==> src/rtl/issue_scoreboard.sv <==
// Dual-issue hazard scoreboard beside ID.
// Tracks pending writes, gates issue, drives forwarding flags.
module issue_scoreboard #(
  parameter int NREG = 32,
  parameter int AW   = 5
) (
  input  logic          clk,
  input  logic          rst_n,
  input  logic          id_valid_1,
  input  logic          id_valid_2,
  input  logic [AW-1:0] id_rs1_1,
  input  logic [AW-1:0] id_rs2_1,
  input  logic [AW-1:0] id_rs1_2,
  input  logic [AW-1:0] id_rs2_2,
  input  logic [AW-1:0] id_rd_1,
  input  logic [AW-1:0] id_rd_2,
  input  logic          id_wen_1,
  input  logic          id_wen_2,
  input  logic          id_load_1,
  input  logic          id_load_2,
  input  logic          pipe_freeze,
  input  logic          flush,
  output logic          issue_1,
  output logic          issue_2,
  output logic          stall_id,
  output logic          ex_ex_finish_1,
  output logic          mem_ex_finish_1,
  output logic          mem_ex_finish_2,
  output logic          mem_mem_finish_1,
  output logic          mem_mem_finish_2
);

  typedef struct packed {
    logic v;
    logic wen;
    logic ld;
  } shd_t;

  logic [1:0] cnt_q [NREG];
  logic [1:0] cnt_d [NREG];

  shd_t ex1_q, ex2_q;
  shd_t mem1_q, mem2_q;
  shd_t ex1_d, ex2_d;

  logic rdy11, rdy21, rdy12, rdy22;
  logic wr1, wr2, dep12;
  logic iss1, iss2;

  // Source readiness and issue decision for both slots
  always_comb begin
    rdy11 = (id_rs1_1 == '0) || (cnt_q[id_rs1_1] <= 2'd1);
    rdy21 = (id_rs2_1 == '0) || (cnt_q[id_rs2_1] <= 2'd1);
    rdy12 = (id_rs1_2 == '0) || (cnt_q[id_rs1_2] <= 2'd1);
    rdy22 = (id_rs2_2 == '0) || (cnt_q[id_rs2_2] <= 2'd1);
    wr1   = id_wen_1 & (id_rd_1 != '0);
    wr2   = id_wen_2 & (id_rd_2 != '0);
    // only a load in slot 1 can starve slot 2;
    // ALU results reach slot 2 via ex_ex forwarding
    dep12 = wr1 & id_load_1 &
            ((id_rd_1 == id_rs1_2) |
             (id_rd_1 == id_rs2_2));
    iss1  = id_valid_1 & ~flush & ~pipe_freeze &
            rdy11 & rdy21;
    iss2  = iss1 & id_valid_2 & rdy12 & rdy22 &
            ~dep12;
  end

  assign issue_1  = iss1;
  assign issue_2  = iss2;
  assign stall_id = id_valid_1 & ~iss1 & ~flush;

  // Countdown next state; fresh writes override the decrement
  always_comb begin
    for (int r = 0; r < NREG; r++) begin
      cnt_d[r] = (cnt_q[r] != 2'd0) ?
                 cnt_q[r] - 2'd1 : 2'd0;
    end
    if (iss1 && wr1)
      cnt_d[id_rd_1] = id_load_1 ? 2'd2 : 2'd1;
    // slot 2 is younger, so its value wins on same rd
    if (iss2 && wr2)
      cnt_d[id_rd_2] = id_load_2 ? 2'd2 : 2'd1;
    cnt_d[0] = 2'd0;
  end

  // EX shadow captures issued slots, bubbles otherwise
  always_comb begin
    ex1_d = '0;
    ex2_d = '0;
    if (iss1) ex1_d = '{v: 1'b1, wen: wr1, ld: id_load_1};
    if (iss2) ex2_d = '{v: 1'b1, wen: wr2, ld: id_load_2};
  end

  // State register; freeze holds everything
  always_ff @(posedge clk or negedge rst_n) begin
    if (!rst_n) begin
      for (int r = 0; r < NREG; r++) cnt_q[r] <= 2'd0;
      ex1_q  <= '0;
      ex2_q  <= '0;
      mem1_q <= '0;
      mem2_q <= '0;
    end else if (!pipe_freeze) begin
      cnt_q  <= cnt_d;
      ex1_q  <= ex1_d;
      ex2_q  <= ex2_d;
      mem1_q <= ex1_q;
      mem2_q <= ex2_q;
    end
  end

  assign ex_ex_finish_1   = ex1_q.v & ex1_q.wen & ~ex1_q.ld;
  assign mem_ex_finish_1  = mem1_q.v & mem1_q.wen & ~mem1_q.ld;
  assign mem_ex_finish_2  = mem2_q.v & mem2_q.wen & ~mem2_q.ld;
  assign mem_mem_finish_1 = mem1_q.v & mem1_q.wen & mem1_q.ld;
  assign mem_mem_finish_2 = mem2_q.v & mem2_q.wen & mem2_q.ld;

endmodule

==> config.mk <==
export PLATFORM = sky130hd
export DESIGN_NAME = issue_scoreboard
export DESIGN_NICKNAME = d
export VERILOG_FILES = /design/src/rtl/issue_scoreboard.sv
export SDC_FILE = /design/constraint.sdc
export NUM_CORES = 1
export LEC_CHECK = 0
export ABC_AREA = 0
export ABC_CLOCK_PERIOD_IN_PS = 6600
export CAP_MARGIN = 20
export CORE_UTILIZATION = 65
export DETAILED_ROUTE_END_ITERATION = 16
export HOLD_SLACK_MARGIN = 0.02
export PLACE_DENSITY = 0.87
export SYNTH_ARGS = -nofsm -noshare
export SYNTH_HDL_FRONTEND = slang
export SYNTH_SLANG_ARGS = --single-unit
==> constraint.sdc <==
create_clock -name clk -period 6.6 [get_ports clk]
set_clock_uncertainty 0.15 [all_clocks]
set_input_delay 0.66 -clock clk [delete_from_list [all_inputs] [get_ports clk]]
set_output_delay 0.66 -clock clk [all_outputs]
set_load 0.02 [all_outputs]
* After elaboration in Yosys (flattened, before gate mapping)
Index checks and enable logic that the tools add are counted.
** Storage, ports and cells
- Register bits after elaboration :: 74
- Bits in latches :: 0
- RAM bits :: 0
- Bits in read-only memories :: 0
- Input port bits :: 40
- Output and inout bits :: 8
- Logic and storage cells :: 224
- Memories :: 0
** Cells by class
- Add/subtract/negate cells :: 31
- Multiply operators :: 0
- Divide/modulo/power cells :: 0
- $lt $le $gt $ge :: 12
- Equal/unequal tests :: 2
- Shift operators :: 0
- Muxes and demuxes :: 55
- Bitwise logic cells :: 36
- Reductions and logical operators :: 45
** Operators by type and width (number)
- 64-bit bitwise mux :: 2
- 2-bit 2-to-1 mux :: 43
- 64-bit 2-to-1 mux :: 1
- 62-bit 2-to-1 mux :: 1
- 2-bit nonzero test :: 31
- 2-bit by 1-bit subtractor with 2-bit output (second input constant) :: 31
- 2-bit binary-select mux with 5-bit select :: 4
- 6-bit greater-or-equal comparator (second input constant) :: 6
- 5-bit inverter with 6-bit output :: 6
- 1-bit bitwise AND :: 22
- 2-bit demux with 5-bit select :: 2
- 5-bit logical NOT :: 4
- 6-bit by 1-bit < comparator with 1-bit output (second input constant) :: 2
- 5-bit equality test :: 2
- 5-bit nonzero test :: 2
- 2-bit by 1-bit <= comparator with 1-bit output (second input constant) :: 4
- 1-bit inverter :: 7
- 3-bit 2-to-1 mux :: 2
- 1-bit logical AND :: 4
- 1-bit logical OR :: 4
- 1-bit bitwise OR :: 1

* Logic depth before layout (Yosys ltp)
- Word-level depth :: 14
- Gate-level depth with buffers :: 12
- Depth with buffers taken out :: 9

* Worst setup path after synthesis
Ideal clock, no wire load.
- Path kind :: input-to-output
- From :: input id_rs1_1[1]
- To :: output stall_id
- Arrival :: 3126 ps
- Required time :: 5790 ps
- Slack :: 2664 ps
- Stages :: 9
- Buffers on the path :: 2
- Cells stage by stage :: buf_1 > mux2_2 > a221oi_1 > o41ai_1 > nor4_2 > nand2_1 > inv_1 > clkbuf_1 > nor2_1
** On the way
- Longest elaborated chain between the ends :: 11
- Elaborated cells between the ends (all ways) :: 12
- Classes of those cells :: order compare: 1; mux: 3; bitwise: 6; reduce/logical: 2
** RTL lines
- start, declared :: line 11 : input logic [AW-1:0] id_rs1_1,
- 5-bit inverter with 6-bit output (not written as such) :: line 52 : rdy11 = (id_rs1_1 == '0) || (cnt_q[id_rs1_1] <= 2'd1);
- 2-bit binary-select mux with 5-bit select :: line 52
- 2-bit 2-to-1 mux (not written as such) (2 in a row) :: line 52
- 2-bit by 1-bit <= comparator with 1-bit output :: line 52
- 1-bit logical OR * :: line 52
- 1-bit bitwise AND * :: line 63 : iss1 = id_valid_1 & ~flush & ~pipe_freeze &
- 1-bit bitwise AND * :: line 64 : rdy11 & rdy21;
- named net issue_1 :: line 23 : output logic issue_1,
- 1-bit inverter * :: line 71 : assign stall_id = id_valid_1 & ~iss1 & ~flush;
- 1-bit bitwise AND * (2 in a row) :: line 71
- end, declared :: line 25 : output logic stall_id,
The timed path passes the listed nets; every way through them passes the cells marked *. The select of a mux whose other input is x is not followed.

* Worst setup path after layout
- From :: input id_rs1_2[0]
- To :: output issue_2
** On the way
- Longest elaborated chain between the ends :: 9
- Elaborated cells between the ends (all ways) :: 14
- Classes of those cells :: order compare: 1; eq/ne: 1; mux: 3; bitwise: 7; reduce/logical: 2
** RTL lines
- start, declared :: line 13 : input logic [AW-1:0] id_rs1_2,
- 5-bit inverter with 6-bit output (not written as such) :: line 54 : rdy12 = (id_rs1_2 == '0) || (cnt_q[id_rs1_2] <= 2'd1);
- 2-bit binary-select mux with 5-bit select :: line 54
- 2-bit 2-to-1 mux (not written as such) (2 in a row) :: line 54
- 2-bit by 1-bit <= comparator with 1-bit output :: line 54
- 1-bit logical OR :: line 54
- 1-bit bitwise AND (2 in a row) :: line 65 : iss2 = iss1 & id_valid_2 & rdy12 & rdy22 &
- 1-bit bitwise AND * :: line 65
- end, declared :: line 24 : output logic issue_2,
Mark *: on every way between the ends. The rest lies on a longest branch, timed or not. The select of a mux whose other input is x is not followed.

==> impl_results.md <==
* Clock buffer depth at 2
* Total negative slack at 0 ns
* Part of the power in combinational logic at 0.193
* Yosys cell types at 63
* Post-synth EDFFs at 0
* Max FO, Critical Path at 17
* Core area at between 9000 and 10,000 um2
* Leakage at 2.90 nW
* Leading post-synthesis cells by cell area: dfrtp_1 (29%), mux4_2 (7.1%), nand2_1 (4.2%)
* PwrDens at 156 nW/um2
* Pint at 0.738 mW
* Status: finished clean
* Number of diodes at 0
* Vias in the first global route at about 6,600
* Root Driver: clkbuf_8
* Pre-CTS setup slack at between 1 and 1.5 ns
* Asr flop ratio synth at 1.00
* GRT Overall Usage at 0.462
* Starting Density at 0.678
* Synthesized area at 6320 um2
* P&R area growth vs syn at 10.5%
* Synth top cells by count: dfrtp_1 (74), nand2_1 (70), nor2_1 (57)
* Synth warn at 0
* Post-Synthesis Cells at ~760
* Fin crit share at 0.824
* Share of cells above drive strength 1 at 0.0990
* First DRT Iteration DRCs at 1,037
* Syn_area_per_cell at 8.36 um2
* Sw frac at 0.320
* Top FF cell, synth: dfrtp_1
* FF+latch count, synth at 74
* Max-cap violations at 0
* Largest net degree at the start of global routing at 119
* Antenna violations before repair at 1
* Via/cell ratio at 7.55
* Total gr overflow at 0
* Die area at 10,100 um2
* Sink Count at 74
* Crit path DAT at 4.63 ns
* Cell taking the most area after synthesis: dfrtp_1
* Power, Total at ~1.1 mW
* CP endpoint kind: output pin
* Worst-Margin Slew at approximately 1.1 ns
* DR pass1 iterations at 8
* Clk slew on worst S/H paths at 0.08 ns
* Post-Route WL at ~23 mm
* Maximum vdd ir drop at 0.000146 V
* WL/cell at 25.2 um
* Slew HR at 0.238
* Clk pwr share at 0.353
* Hold_ws at 0.286 ns
* Max Slew Vio Count at 0
* HP Class: in2async
* Number of remaining DRC errors at 0
* Count leader, synth: dfrtp_1
* Resized Gates After CTS at 0
* CTS tree: built
* CP Class: in2out
* Post-synth top area share at 0.293
* Antenna-violating nets left at 0
* Register area at roughly 1900 um2
* Clk_lat worst skew at 0.37 ns
* Final Hold Vio Count at 0
* RSZ-0062 raised after global routing: no
* Sequential Power Share at 0.454
* Area occupied by multi-input gates at 4160 um2
* Startpoint types: primary input
* Placer Congestion at 1.05
* Fill count at 708
* Port Buf Inserts at 47
* NumNets Final at 803
* Seq/Total Area, Yosys at 0.293
* Die Width at slightly above 100 um
* Top Ports at 48
* Max Clock Freq at 0.184 GHz
* Final setup violation count at 0
* Crit path time final at between 5 and 6 ns
* DPL Wire Length at 15.7 mm
* Required @ worst endpoint at just under 6 ns
* CTS Buf Count at 9
* First-pass GRT wire length at 34.9 mm
* Row Count at 35
* Die height at 101 um
* Postcts setup bufs at 0
* Syn_nets at 796
* Hold buffer count at CTS at 0
* Via count at 6,775
* H-tree Lvls at 3
* Post-route setup slack at 1.16 ns
* Net load switching power at 0.348 mW
## cell type report
cell class,instances,area share
Tap cell,129,0.0231
Clock inverter,5,0.00896
Multi-Input combinational cell,601,0.595
Timing Repair Buffer,55,0.0753
Inverter,22,0.0118
Clock buffer,11,0.0203
Sequential cell,74,0.265
## cells by family after synthesis
group,share of synthesized area
xor+xnor,0.0139
compound gates,0.225
flops,0.293
simple gates,0.283
mux,0.136
buf+inv,0.0493
## state kept, by name, indices dropped and copies added (netlist names)
name / flops
mem1_q: 3
ex1_q: 3
mem2_q: 3
ex2_q: 3
cnt_q: 62
## placed cells by master, fill, tap and decap left out, drive strengths merged, types with 8 or more instances in the layout
cell type      count
mux2              15
a22oi             21
o21ai             25
nor4              10
nor3              36
a31oi             11
nand2             70
and2              13
and3              17
mux2i             24
a32oi              8
nand3b            11
nor2b             39
dfrtp             74
nand2b            18
nor2              57
a211o              9
nand3             26
xor2              10
mux4              20
buf               10
clkdlybuf4s50     45
or2               10
inv               22
a211oi            18
clkbuf            11
a221oi             9
a21oi             22
## path summary, 6_finish.rpt
path / cells past startpoint / endpoint / slack (ns) / startpoint
max in group asynchronous: 1 / cnt_q[19]$_DFFE_PN0N_ / 5.39 / rst_n
worst min-delay path: 1 / ex1_q[1]$_DFFE_PN0N_ / 0.29 / rst_n
worst max-delay path: 8 / issue_2 / 1.16 / id_rs1_2[0]
worst min register to register: 1 / ex2_q[2]$_DFFE_PN0N_ / 0.34 / ex2_q[2]$_DFFE_PN0N_
min in group clk: 1 / ex2_q[2]$_DFFE_PN0N_ / 0.34 / ex2_q[2]$_DFFE_PN0N_
worst max register to register: 8 / cnt_q[29]$_DFFE_PN0N_ / 2.14 / cnt_q[37]$_DFFE_PN0N_
## power groups by stage
stage | Combinational [mW] | Sequential [mW] | Clock [mW]
4_1_cts | 0.202 | 0.491 | 0.379
6_report | 0.210 | 0.493 | 0.384
5_1_grt | 0.222 | 0.494 | 0.392
2_1_floorplan | 0.128 | 0.493 | 0
3_5_place_dp | 0.201 | 0.500 | 0
3_3_place_gp | 0.194 | 0.498 | 0
## layer usage
metal	track usage	wire, um
met5	0	57
met1	0.577	7880
met4	0.292	1430
met3	0.137	3280
met2	0.702	9970
## through the flow
stage / cell area (um2) / instances / util
after floorplan: 6320 / 756 / -
after global placement: 6780 / 881 / 0.727
after detailed placement: 6780 / 881 / 0.727
after CTS: 6980 / 897 / 0.748
after global routing: 6980 / 897 / 0.748
final: 6980 / 897 / 0.748
## worst max-delay path, stage by stage
cell	delay, ns
clkdlybuf4s50_1	0.81
mux4_2	0.57
nor2b_1	0.12
nor4_1	0.06
a2111oi_0	0.59
nand3b_1	0.67
nor2_1	0.45
clkdlybuf4s50_1	0.67
No activity file was read; power rests on OpenSTA's default activity.
